===== src/rtl/tetris_key_ctrl.sv =====
`default_nettype none
// ============================================================================
//  Module      : tetris_key_ctrl
//  Description : Keyboard-to-game-control front end. Turns accepted PS/2 key
//                events into per-key held levels, press/release pulses and
//                auto-repeat action pulses (DAS delay, then ARR period).
//  Ports       : clk          system clock
//                rstn         synchronous active-low reset
//                key_event    [10] valid, [9] E0-ext, [8] break, [7:0] code
//                en           game input enable; 0 drops every key to idle
//                key_held     level, key i currently held
//                key_press    1-cycle pulse on make of key i
//                key_release  1-cycle pulse on break of key i
//                key_action   1-cycle pulse on press and on each repeat
//                unmapped_valid / unmapped_code {break, ext, code}
//                             only when TETRIS_KEY_UNMAPPED_EN is defined
//  Options     : `define TETRIS_KEY_UNMAPPED_EN to report unmatched events
//  Revision    : 1.0  initial release
// ============================================================================
module tetris_key_ctrl #(
    parameter int                    NUM_KEYS    = 8,
    parameter logic [9*NUM_KEYS-1:0] KEYMAP      = {9'h174, 9'h172, 9'h16B, 9'h175,
                                                    9'h023, 9'h01B, 9'h01C, 9'h01D},
    parameter logic [NUM_KEYS-1:0]   REPEAT_MASK = 8'hEE,
    parameter int                    DAS_CYCLES  = 17000000,
    parameter int                    ARR_CYCLES  = 5000000,
    parameter int                    CNT_W       = 25
) (
    input  logic                clk,
    input  logic                rstn,
    input  logic [10:0]         key_event,
    input  logic                en,
    output logic [NUM_KEYS-1:0] key_held,
    output logic [NUM_KEYS-1:0] key_press,
    output logic [NUM_KEYS-1:0] key_release,
    output logic [NUM_KEYS-1:0] key_action
`ifdef TETRIS_KEY_UNMAPPED_EN
    ,
    output logic                unmapped_valid,
    output logic [9:0]          unmapped_code
`endif
);

    typedef enum logic [1:0] {
        ST_IDLE   = 2'd0,
        ST_HOLD   = 2'd1,
        ST_DELAY  = 2'd2,
        ST_REPEAT = 2'd3
    } state_t;

    localparam logic [CNT_W-1:0] c_das_last = CNT_W'(DAS_CYCLES - 1);
    localparam logic [CNT_W-1:0] c_arr_last = CNT_W'(ARR_CYCLES - 1);
    localparam logic [CNT_W-1:0] c_cnt_one  = CNT_W'(1);

    // Resets high so a valid level already present at reset release is not
    // mistaken for a fresh rising edge.
    logic                r_prev_valid;
    logic                w_accept;
    logic [NUM_KEYS-1:0] w_sel;
    logic                w_any_match;

    always_ff @(posedge clk) begin
        if (!rstn) begin
            r_prev_valid <= 1'b1;
        end else begin
            r_prev_valid <= key_event[10];
        end
    end

    assign w_accept = key_event[10] & ~r_prev_valid;

    // One-hot select of the matching key; the first hit blocks later
    // indices so duplicate map entries resolve to the lowest index.
    always_comb begin
        w_sel       = '0;
        w_any_match = 1'b0;
        for (int i = 0; i < NUM_KEYS; i++) begin
            if (!w_any_match && w_accept &&
                ({key_event[9], key_event[7:0]} == KEYMAP[9*i +: 9])) begin
                w_sel[i]    = 1'b1;
                w_any_match = 1'b1;
            end
        end
    end

    for (genvar i = 0; i < NUM_KEYS; i++) begin : g_key
        state_t           r_state;
        state_t           w_nxt_state;
        logic [CNT_W-1:0] r_cnt;
        logic [CNT_W-1:0] w_nxt_cnt;
        logic             r_held;
        logic             r_press;
        logic             r_release;
        logic             r_action;
        logic             w_press;
        logic             w_release;
        logic             w_action;
        logic             w_make_hit;
        logic             w_brk_hit;

        assign w_make_hit = w_sel[i] & ~key_event[8];
        assign w_brk_hit  = w_sel[i] &  key_event[8];

        // Makes seen outside IDLE are keyboard typematic and are ignored;
        // a break checked before counter expiry gives break priority.
        always_comb begin
            w_nxt_state = r_state;
            w_nxt_cnt   = r_cnt;
            w_press     = 1'b0;
            w_release   = 1'b0;
            w_action    = 1'b0;
            if (!en) begin
                w_nxt_state = ST_IDLE;
                w_nxt_cnt   = '0;
            end else begin
                case (r_state)
                    ST_IDLE: begin
                        if (w_make_hit) begin
                            w_press     = 1'b1;
                            w_action    = 1'b1;
                            w_nxt_cnt   = '0;
                            w_nxt_state = REPEAT_MASK[i] ? ST_DELAY : ST_HOLD;
                        end
                    end
                    ST_HOLD: begin
                        if (w_brk_hit) begin
                            w_release   = 1'b1;
                            w_nxt_state = ST_IDLE;
                        end
                    end
                    ST_DELAY: begin
                        if (w_brk_hit) begin
                            w_release   = 1'b1;
                            w_nxt_cnt   = '0;
                            w_nxt_state = ST_IDLE;
                        end else if (r_cnt == c_das_last) begin
                            w_action    = 1'b1;
                            w_nxt_cnt   = '0;
                            w_nxt_state = ST_REPEAT;
                        end else begin
                            w_nxt_cnt   = r_cnt + c_cnt_one;
                        end
                    end
                    ST_REPEAT: begin
                        if (w_brk_hit) begin
                            w_release   = 1'b1;
                            w_nxt_cnt   = '0;
                            w_nxt_state = ST_IDLE;
                        end else if (r_cnt == c_arr_last) begin
                            w_action    = 1'b1;
                            w_nxt_cnt   = '0;
                        end else begin
                            w_nxt_cnt   = r_cnt + c_cnt_one;
                        end
                    end
                    default: begin
                        w_nxt_state = ST_IDLE;
                        w_nxt_cnt   = '0;
                    end
                endcase
            end
        end

        always_ff @(posedge clk) begin
            if (!rstn) begin
                r_state   <= ST_IDLE;
                r_cnt     <= '0;
                r_held    <= 1'b0;
                r_press   <= 1'b0;
                r_release <= 1'b0;
                r_action  <= 1'b0;
            end else begin
                r_state   <= w_nxt_state;
                r_cnt     <= w_nxt_cnt;
                r_held    <= (w_nxt_state != ST_IDLE);
                r_press   <= w_press;
                r_release <= w_release;
                r_action  <= w_action;
            end
        end

        assign key_held[i]    = r_held;
        assign key_press[i]   = r_press;
        assign key_release[i] = r_release;
        assign key_action[i]  = r_action;
    end

`ifdef TETRIS_KEY_UNMAPPED_EN
    // Reported regardless of en so menu keys work while the game is paused.
    logic       r_unm_valid;
    logic [9:0] r_unm_code;
    logic       w_unm_hit;

    assign w_unm_hit = w_accept & ~w_any_match;

    always_ff @(posedge clk) begin
        if (!rstn) begin
            r_unm_valid <= 1'b0;
            r_unm_code  <= '0;
        end else begin
            r_unm_valid <= w_unm_hit;
            if (w_unm_hit) begin
                r_unm_code <= {key_event[8], key_event[9], key_event[7:0]};
            end
        end
    end

    assign unmapped_valid = r_unm_valid;
    assign unmapped_code  = r_unm_code;
`else
    // Unmatched events are dropped: nothing selects them.
`endif

endmodule
`default_nettype wire

===== config.mk =====
export PLATFORM = sky130hd
export DESIGN_NAME = tetris_key_ctrl
export DESIGN_NICKNAME = d
export VERILOG_FILES = /design/src/rtl/tetris_key_ctrl.sv
export SDC_FILE = /design/constraint.sdc
export NUM_CORES = 1
export LEC_CHECK = 0
export BUFFER_PORTS_ARGS = -buffer_cell sky130_fd_sc_hd__buf_2
export CORE_MARGIN = 2
export CORE_UTILIZATION = 40
export DETAILED_ROUTE_END_ITERATION = 6
export HOLD_SLACK_MARGIN = 0.02
export PLACE_DENSITY = 0.61
export SYNTH_ARGS = -nofsm -noshare
export SYNTH_HDL_FRONTEND = slang
export SYNTH_SLANG_ARGS = --single-unit

===== constraint.sdc =====
create_clock -name clk -period 6.2 [get_ports clk]
set_input_delay 0 -clock clk [delete_from_list [all_inputs] [get_ports clk]]
set_output_delay 0 -clock clk [all_outputs]
set_load 0.02 [all_outputs]

==> run summary <==
TritonCTS clock tree - yes
Placed cell count - 2,148
Die area - 0.0372 mm2
Remaining routing DRC violations - 0
Worst-skew pair later-pin latency - 0.57 ns
Non-filler instance count after layout - 2,213
Yosys reg bits - 249
GRT Total Usage - 0.203
Logic gate share of total power - 0.029
Tightest Pin Transition - 1.19 ns
Post-route setup TNS - 0 ns
Vias per inst - 6.20
Area grow syn2layout - 9.27%
Minimum clock period - 3.04 ns
Min-Delay Endpoint - g_key[2].r_release
PwrDens - 217 mW/mm2
Final setup margin - 3.16 ns
Peak VDD IR - 198 uV
Beginning of the worst hold path - key_event[1]
Finished Core Util - 0.441
Min Hold Slack - 0.0533 ns
Maximum operating frequency - 329 MHz
Pre-antenna DRT Iters - 5
CP Data Required Time - 6.64 ns
Syn Inst Count - 1,772
Deepest clock path buffer count - 3
RR Endpoint - g_key[2].r_cnt[17]
Antenna cell count - 0
Critical setup path kind - register to register
Global route overflow - 0
Post-place setup slack - 3.18 ns
Avg Inst Size Synth - 8.05 um2
Worst hold stages - 4
Final-report setup violation count - 0
Core area - 0.0353 mm2
Sw power - 0.776 mW
HP Class - input port to register
Post-Syn Nets - 1,794
Final wirelength - 38.9 mm
Worst slew margin - 0.207
Design area - 0.0156 mm2
Power, Total - 3.37 mW
Floorplan row count - 69
Pins Over Slew Limit - 0
Worst R2R Setup Slack - 3.16 ns
Startpoint Class - register
Placed Area - 0.0145 mm2
Synthesized area - 0.0143 mm2
Switching Fraction - 0.230
CTS resizes - 0
Routability cong. - 0.857
RSZ-0062 raised after global routing - false
CP max FO - 34
FF-to-FF Start - r_prev_valid
# H-tree levels - 1
Boundary pin count - 46
Initial antenna violation count - 3
Internal Power - 2.60 mW
Root Driver - clkbuf_16
NumNets Final - 1,753
WP data arrival - 3.48 ns
DR WL/cell - 17.6 um
Sequential-to-total area share from yosys stat - 0.350
Die Wd - 193 um
Reg2reg path depth - 5
Post-DP HPWL - 26.5 mm
Clk pwr share - 0.497
Number of global-route vias before repair - 12,265
Status - complete, no violations
Starting density of the core - 0.404
CTS Sinks - 249
Seq pwr share - 0.474
Worst-path clk slew - 0.06 ns
Final Cycle Share - 0.490
Leak Pwr - 4.73 nW
Final Hold Viols - 0
Total CTS buffers - 29
Iteration-0 DRC Markers - 1,150
Count of cell types in the netlist - 85
Post-synth EDFFs - 0
Yosys warns - 0
Largest net degree at the start of global routing - 46
Crit. End Element - register
Skew final - 0.0268 ns
Final ANT Viol Nets - 0
Filler Cells Inserted - 3,473
Synth Flop Type - dfxtp_1
Share of cells above drive strength 1 - 0.0999
I/O Buffers - 45
Routed vias - 13,713
Asr flop ratio synth - 0
First-pass GRT wire length - 63.0 mm
Max-Cap Viols - 0
Die height - 193 um
==> placed cells by master, fill, tap and decap left out, types with 42 or more instances in the layout <==
cell / count
dfxtp_1: 249
nand2_1: 187
nand4_1: 122
nand3_1: 119
nor2_1: 96
a31oi_1: 86
nor3_1: 53
nor4_1: 50
inv_1: 49
o21ai_0: 45
buf_2: 45
a41oi_1: 42
==> critical path, cell delays in order (launching register included) <==
cell and delay [ns]:
dfxtp_1 0.34, nor4bb_4 0.84, nand4_1 0.43, and3_1 0.73
nand2_1 0.41, o311ai_0 0.16
==> state kept, by name, indices dropped and copies added, names as in the netlist <==
name and flops:
r_prev_valid 1, g_key.r_release 8, g_key.r_press 8, g_key.r_action 8, g_key.r_cnt 200, g_key.r_state 16
g_key.r_held 8
==> cell type report <==
type,instances,area (um2),share of cell area
clock buffers,40,827,0.0531
multi-input cells,1325,8410,0.540
clock inverters,12,100,0.00642
inverters,50,188,0.0120
flip-flops and latches,249,4980,0.320
well taps,461,577,0.0370
repair buffers,76,490,0.0315
==> synth_stat cells, types with 9 or more instances <==
library cell	number	share of area
dfxtp_1	249	0.35
nand2_1	188	0.049
nand4_1	122	0.054
nand3_1	119	0.042
nor2_1	96	0.025
a31oi_1	86	0.038
clkbuf_1	84	0.022
nor3_1	53	0.019
nor4_1	50	0.022
inv_1	49	0.013
o21ai_0	46	0.016
a41oi_1	43	0.026
a21oi_1	38	0.013
and3_1	38	0.017
buf_4	33	0.017
xor2_1	30	0.018
mux2i_1	27	0.019
and2_1	26	0.011
or4_1	25	0.013
and4_1	24	0.015
o211ai_1	21	0.011
or3_1	21	0.0092
or4b_2	19	0.013
buf_2	18	0.0063
nand2b_1	16	0.0070
nand4b_1	15	0.0092
o22ai_1	14	0.0061
or2_2	14	0.0061
nand3b_1	11	0.0058
xnor2_1	11	0.0068
or4bb_1	10	0.0079
buf_1	9	0.0024
nor2b_1	9	0.0039
==> power groups by stage <==
stage | clock, mW | sequential, mW | combinational (mW)
6_report | 1.68 | 1.60 | 0.0963
5_1_grt | 1.78 | 1.60 | 0.104
4_1_cts | 1.72 | 1.60 | 0.0960
3_5_place_dp | 0 | 1.64 | 0.0898
3_3_place_gp | 0 | 1.64 | 0.0886
2_1_floorplan | 0 | 1.64 | 0.0604
==> worst max-delay path by stage <==
stage / start / slack, ns / end
floorplan: g_key[3].r_cnt[0] / 3.99 / g_key[3].r_cnt[19]
global placement: r_prev_valid / 3.29 / g_key[2].r_cnt[17]
detailed placement: r_prev_valid / 3.18 / g_key[2].r_cnt[17]
CTS: r_prev_valid / 3.18 / g_key[2].r_cnt[17]
global route: r_prev_valid / 2.92 / g_key[2].r_cnt[17]
finish: r_prev_valid / 3.16 / g_key[2].r_cnt[17]
==> what timing repair did <==
action | CTS | global route
buffers inserted | 0 | 0
setup endpoints to repair | 0 | 0
hold endpoints to repair | 26 | 0
hold buffers | 13 | 0
==> metal layers <==
metal / up-vias / routed length, um / track usage / part of all wire
li1: 6715 / - / - / -
met1: 6589 / 18100 / 0.280 / 0.47
met2: 353 / 17800 / 0.330 / 0.46
met3: 50 / 2140 / 0.0298 / 0.055
met4: 6 / 770 / 0.0567 / 0.020
met5: - / 38 / 0 / 0.00098
==> cell families after synthesis <==
| group | count (synthesis) | synth area share |
|---|---|---|
| mux | 28 | 0.0197 |
| xor+xnor | 41 | 0.0252 |
| fa+ha+maj | 8 | 0.00702 |
| simple gates | 903 | 0.361 |
| compound gates | 345 | 0.173 |
| buf+inv | 198 | 0.0641 |
| flops | 249 | 0.350 |
Note: power is estimated with default switching activity, not from simulation.
